## src/rtl/display_bitboard_grid.sv

```systemverilog
// Renders NUM_BOARDS captured bitboards as an ASCII grid,
// one character per cycle on a valid/ready byte stream.
module display_bitboard_grid #(
  parameter int          NUM_BOARDS  = 2,
  parameter logic [63:0] TITLE       = 64'h00_41_74_74_61_63_6B_73,
  parameter bit          FLIP        = 1'b0,
  parameter bit          SHOW_COORDS = 1'b1,
  parameter bit          ECHO        = 1'b1
) (
  input  logic                    clk,
  input  logic                    reset,
  input  logic [64*NUM_BOARDS-1:0] boards,
  input  logic                    boards_valid,
  output logic                    ready,
  output logic                    busy,
  output logic [7:0]              char_out,
  output logic                    char_valid,
  input  logic                    char_ready,
  output logic                    display_done
);

  localparam int BW = $clog2(NUM_BOARDS) + 1;
  localparam int IW = $clog2(64 * NUM_BOARDS);
  localparam logic [BW-1:0] BLAST = BW'(NUM_BOARDS - 1);

  typedef enum logic [3:0] {
    S_IDLE, S_TITLE, S_TNL, S_RLAB, S_SQ, S_SEP,
    S_EOL, S_FPRE, S_FLET, S_FSEP, S_FNL, S_BLANK
  } state_e;

  state_e                   state_q, st_d, line0;
  logic                     ph_q, ph_d;
  logic [2:0]               tb_q, tb_d;
  logic [2:0]               rank_q, rank_d;
  logic [2:0]               file_q, file_d;
  logic [BW-1:0]            brd_q, brd_d;
  logic [64*NUM_BOARDS-1:0] boards_q, src;
  logic [7:0]               char_q, char_d;
  logic                     cvalid_q, busy_q, ready_q, done_q;
  logic                     last, adv;
  logic [3:0]               tsel;
  logic [2:0]               rk_eff, fl_eff;
  logic [IW-1:0]            idx;
  logic [63:0]              tsh;

  // Bit 3 set in the result means no non-NUL title byte at or after 'from'.
  function automatic logic [3:0] title_from(input logic [3:0] from);
    logic [3:0] r;
    r = 4'h8;
    for (int i = 7; i >= 0; i--)
      if (i >= int'(from) && TITLE[8*(7-i) +: 8] != 8'h00)
        r = 4'(i);
    return r;
  endfunction

  // Next output position: start position when idle, else successor.
  always_comb begin
    st_d   = state_q;
    ph_d   = 1'b0;
    tb_d   = tb_q;
    rank_d = rank_q;
    file_d = file_q;
    brd_d  = brd_q;
    last   = 1'b0;
    tsel   = 4'h0;
    if (SHOW_COORDS) line0 = S_RLAB;
    else             line0 = S_SQ;
    if (!busy_q) begin
      tsel   = title_from(4'd0);
      tb_d   = tsel[2:0];
      rank_d = 3'd0;
      file_d = 3'd0;
      brd_d  = '0;
      st_d   = tsel[3] ? line0 : S_TITLE;
    end else begin
      unique case (state_q)
        S_TITLE: begin
          tsel = title_from({1'b0, tb_q} + 4'd1);
          tb_d = tsel[2:0];
          st_d = tsel[3] ? S_TNL : S_TITLE;
        end
        S_TNL: st_d = line0;
        S_RLAB, S_FPRE: begin
          if (!ph_q) ph_d = 1'b1;
          else begin
            st_d   = (state_q == S_RLAB) ? S_SQ : S_FLET;
            file_d = 3'd0;
            brd_d  = '0;
          end
        end
        S_SQ, S_FLET: begin
          if (!ph_q) ph_d = 1'b1;
          else if (file_q != 3'd7) file_d = file_q + 3'd1;
          else if (brd_q != BLAST) begin
            st_d   = (state_q == S_SQ) ? S_SEP : S_FSEP;
            file_d = 3'd0;
          end else
            st_d = (state_q == S_SQ) ? S_EOL : S_FNL;
        end
        S_SEP, S_FSEP: begin
          if (!ph_q) ph_d = 1'b1;
          else begin
            st_d  = (state_q == S_SEP) ? S_SQ : S_FLET;
            brd_d = brd_q + BW'(1);
          end
        end
        S_EOL: begin
          if (rank_q != 3'd7) begin
            rank_d = rank_q + 3'd1;
            file_d = 3'd0;
            brd_d  = '0;
            st_d   = line0;
          end else
            st_d = SHOW_COORDS ? S_FPRE : S_BLANK;
        end
        S_FNL: st_d = S_BLANK;
        S_BLANK: begin
          st_d   = S_IDLE;
          tb_d   = 3'd0;
          rank_d = 3'd0;
          file_d = 3'd0;
          brd_d  = '0;
          last   = 1'b1;
        end
        default: st_d = S_IDLE;
      endcase
    end
  end

  always_comb begin
    rk_eff = FLIP ? rank_d : ~rank_d;
    fl_eff = FLIP ? ~file_d : file_d;
    src    = busy_q ? boards_q : boards;
    idx    = IW'({brd_d, rk_eff, fl_eff});
    tsh    = TITLE << {tb_d, 3'b000};
    char_d = 8'h00;
    unique case (st_d)
      S_TITLE: char_d = tsh[63:56];
      S_TNL, S_EOL, S_FNL, S_BLANK: char_d = 8'h0A;
      S_RLAB:  char_d = ph_d ? 8'h20 : 8'h31 + {5'd0, rk_eff};
      S_SQ:    char_d = ph_d ? 8'h20 : (src[idx] ? 8'h58 : 8'h2E);
      S_SEP:   char_d = ph_d ? 8'h20 : 8'h7C;
      S_FPRE, S_FSEP: char_d = 8'h20;
      S_FLET:  char_d = ph_d ? 8'h20 : 8'h61 + {5'd0, fl_eff};
      default: char_d = 8'h00;
    endcase
  end

  assign adv = busy_q ? char_ready : boards_valid;

  always_ff @(posedge clk) begin
    if (reset) begin
      state_q  <= S_IDLE;
      ph_q     <= 1'b0;
      tb_q     <= 3'd0;
      rank_q   <= 3'd0;
      file_q   <= 3'd0;
      brd_q    <= '0;
      boards_q <= '0;
      char_q   <= 8'h00;
      cvalid_q <= 1'b0;
      busy_q   <= 1'b0;
      ready_q  <= 1'b1;
      done_q   <= 1'b0;
    end else begin
      done_q <= 1'b0;
      if (!busy_q && boards_valid) boards_q <= boards;
      if (adv) begin
        state_q  <= st_d;
        ph_q     <= ph_d;
        tb_q     <= tb_d;
        rank_q   <= rank_d;
        file_q   <= file_d;
        brd_q    <= brd_d;
        char_q   <= last ? 8'h00 : char_d;
        cvalid_q <= !last;
        busy_q   <= !last;
        ready_q  <= last;
        done_q   <= last;
      end
    end
  end

  assign ready        = ready_q;
  assign busy         = busy_q;
  assign char_out     = char_q;
  assign char_valid   = cvalid_q;
  assign display_done = done_q;

`ifndef SYNTHESIS
  always_ff @(posedge clk) begin
    if (ECHO && !reset && cvalid_q && char_ready)
      $write("%c", char_q);
  end
`endif

endmodule
```

## config.mk

```make
export PLATFORM = sky130hd
export DESIGN_NAME = display_bitboard_grid
export DESIGN_NICKNAME = d
export VERILOG_FILES = /design/src/rtl/display_bitboard_grid.sv
export SDC_FILE = /design/constraint.sdc
export NUM_CORES = 1
export LEC_CHECK = 0
export ABC_AREA = 1
export BUFFER_PORTS_ARGS = -buffer_cell sky130_fd_sc_hd__buf_2
export CAP_MARGIN = 20
export CORE_MARGIN = 1.5
export CORE_UTILIZATION = 57
export CTS_CLUSTER_DIAMETER = 30
export DETAILED_ROUTE_END_ITERATION = 8
export GPL_TIMING_DRIVEN = 1
export PLACE_DENSITY = 0.81
export SKIP_CTS_REPAIR_TIMING = 1
export SYNTH_ARGS = -nofsm -noshare
export SYNTH_HDL_FRONTEND = slang
export SYNTH_SLANG_ARGS = --single-unit
```

## constraint.sdc

```tcl
create_clock -name clk -period 3.2 [get_ports clk]
set_input_delay 0.16 -clock clk [delete_from_list [all_inputs] [get_ports clk]]
set_output_delay 0.16 -clock clk [all_outputs]
set_load 0.005 [all_outputs]
```

==> results.ini <==
[setup_path]
slowest_stage=dfxtp_2
r2r-start=file_q[1]
worst-path-buf-inv=1
cp-end-kind=flop
crit_type=reg -> reg
cp_top_family=simple AND/OR/NAND/NOR gates
r2r_cells=21
r2r_slack_ns=0.30
worstPathMaxFanout=26
cp_slowest_stage_delay_ns=0.37
start_kind=flop
arrival_ns=3.27
worstPathCellList=ha_2 -> ha_1 -> a21oi_1 -> o21ai_1 -> nand3_2 -> nand2_4 -> buf_6 -> nand3_1 -> nand3_1 -> nand3_1 -> nand3_1 -> nand2_1 -> nand2_1 -> nand2_1 -> nor2_1 -> nand2_1 -> nand2_1 -> nand3_1 -> nand3_1 -> nand2_1 -> a21oi_2
reg2reg_to=char_out[4]
required_ns=3.57

[layout]
final_common_cell=nor2_1
multi_input_area_mm2=0.004457
nNetsFinal=1493
antennaDiodeCount=0
final-seq-area_mm2=0.003090
fillers=1240
drive_gt1_frac=0.1725
final_cell_mix=299 x nor2_1, 166 x nand3_1, 159 x nand2_1
syn2layout_area_growth_pct=17.22
final_cells=1542

[pwr]
report.power.total_mw=5.108
p_sw_frac=0.3110
comb_power_share=0.198
cellLeakagePower_nw=4.390
p_clk_frac=0.370
ir_drop_uv=413.9
intPower_mw=3.519
pwr-share-seq=0.432
power_switching_mw=1.589
power_density_mw_per_mm2=532.0

[floorplanning]
ioPinCount=144
die_w_um=122.9
core_mm2=0.01393
start_util=0.5878
std_cell_rows=43
dieHeight_um=122.9
dieArea_mm2=0.01510

[routing]
vias_per_cell=5.666
first_iter_violations=891
drt-wirelength-per-cell_um=15.20
vias=8737
drt_pass1_iterations=5
ant_nets=0
drc=0
drt-total-wl_mm=23.43

[yosys]
ys_warn_count=0
syn-num-nets=1393
syn-cell-area_mm2=0.008190
synth_area_leader_cell=dfxtp_1
synth_ff_type=dfxtp_1
synth_top_area_share=0.3764
syn_inst=1249
ys_seq_area_frac=0.3764
synth-edff-count=0
synthTopCellsByArea=dfxtp_1 38%, nor2_1 14%, nand3_1 10%
syn_avg_cell_area_um2=6.558
synth-seq-cells=154
synth_cell_type_count=41
synthArstFlopShare=0

[global_routing]
grt_first_pass_wirelength_mm=37.61
grt_max_degree=94
gr-total-overflow=0
antenna_found_initial=0
grt_pass1_vias=7643
grt.total_usage=0.3193

[cts]
cts_buffers=17
cts.sinks=154
clockBufferDepth=2
clock_latency_ns=0.43
h-tree-depth=4
clk_pin_slew_worst_paths_ns=0.06
cts_tree=built
root_buffer=clkbuf_16

[placed_design]
place_congestion=0.9494
dp_cells=1506
post-place-ws_ns=0.2392
hpwl_mm=16.10
numPortBuffers=142

[sta]
setup_ws_ns=0.3008
period_needed_ns=2.899
setup_viol=0
fmax_mhz=344.9
fin_skew_ns=0.006040
worst_pin_slew_ns=0.8245
drv_slew=0
slew_headroom=0.4495
hold_viol=30
hold_slack_ns=-0.02841
min_period_over_period=0.9060

[worst_hold_path]
hold_path.class=in -> reg
hold_depth=3
worstHoldEndpoint=boards_q[3]
hold_start=boards[3]

[job]
drv_cap=0

[outcome]
violations=hold timing
status=finished, violations left

## cells in the mapped netlist (2+ instances only)
| master | count |
|---|---|
| buf_2 | 14 |
| nor2_1 | 299 |
| nor2_2 | 3 |
| nand2_1 | 160 |
| o22ai_1 | 2 |
| a221oi_1 | 17 |
| xnor2_1 | 2 |
| buf_4 | 9 |
| ha_1 | 12 |
| nand2_4 | 3 |
| inv_2 | 6 |
| nor3_1 | 4 |
| inv_1 | 58 |
| o21a_1 | 2 |
| o21ai_0 | 136 |
| clkbuf_1 | 51 |
| buf_1 | 11 |
| a31oi_1 | 2 |
| nor4_1 | 2 |
| a22oi_1 | 2 |
| mux2i_1 | 3 |
| buf_6 | 3 |
| nand2_2 | 7 |
| o21ai_1 | 3 |
| dfxtp_1 | 154 |
| o211ai_1 | 9 |
| nand3_1 | 166 |
| o221ai_1 | 3 |
| nand3_2 | 4 |
| a21oi_1 | 91 |
## registers in the layout (all words and copies together), names as in the netlist
name / count
busy: 1
brd_q: 2
state_q: 4
tb_q: 3
ready: 1
file_q: 3
boards_q: 128
char_out: 7
display_done: 1
rank_q: 3
ph_q: 1
## per-stage QoR
stage,hold slack [ns],TNS (ns),cell area [µm²],utilization
after floorplan,0.3028,0,8190,-
after global placement,0.4095,0,8944,0.6418
after detailed placement,0.4183,0,8944,0.6418
after CTS,-0.02906,0,9500,0.6818
after global routing,0.002403,-0.04829,9600,0.6890
final,-0.02841,0,9600,0.6890
## worst register-to-register path, cell delays in order (launching register included)
cell     delay, ns
dfxtp_2       0.37
ha_2          0.19
ha_1          0.21
a21oi_1       0.09
o21ai_1       0.17
nand3_2       0.15
nand2_4       0.13
buf_6         0.22
nand3_1       0.12
nand3_1       0.10
nand3_1       0.06
nand3_1       0.09
nand2_1       0.07
nand2_1       0.06
nand2_1       0.05
nor2_1        0.13
nand2_1       0.09
nand2_1       0.12
nand3_1       0.11
nand3_1       0.12
nand2_1       0.07
a21oi_2       0.11
## cell type report
class,count,area share
clock inverter,12,0.009384
tap,180,0.02346
multi-input combinational,941,0.4642
clock buffer,20,0.04861
timing repair buffer,170,0.1063
sequential,154,0.3219
inverter,65,0.02607
## worst max-delay path by stage
stage	slack (ns)	cells after the start	end	start
detailed placement	0.24	22	char_out[5]	file_q[1]
CTS	0.20	21	char_out[4]	file_q[1]
finish	0.30	21	char_out[4]	file_q[1]
floorplan	0.77	22	char_out[4]	file_q[1]
global placement	0.30	22	char_out[5]	file_q[1]
global route	-0.03	25	char_out[4]	file_q[1]
## metal layers
layer / global-route usage / share of wire / wire length (µm)
met5: 0 / 0 / 0
met4: 0.07776 / 0.010 / 239
met3: 0.07296 / 0.098 / 2287
met2: 0.4688 / 0.44 / 10260
met1: 0.4714 / 0.45 / 10650
## cell families after synthesis
| kind of cell | count (synthesis) | synth area share |
|---|---|---|
| mux | 3 | 0.003667 |
| flops | 154 | 0.3764 |
| compound gates | 271 | 0.1821 |
| other cells | 1 | 0.0004579 |
| simple gates | 651 | 0.3349 |
| buf+inv | 154 | 0.08096 |
| fa+ha+maj | 12 | 0.01833 |
| xor+xnor | 3 | 0.003209 |
## power groups by stage
stage	sequential, mW	clock, mW	combinational, mW
2_1_floorplan	2.20	0	0.707
3_3_place_gp	2.24	0	0.962
3_5_place_dp	2.24	0	0.980
4_1_cts	2.20	1.90	0.990
5_1_grt	2.23	1.99	1.15
6_report	2.21	1.89	1.01
No activity file was read; power rests on OpenSTA's default activity.
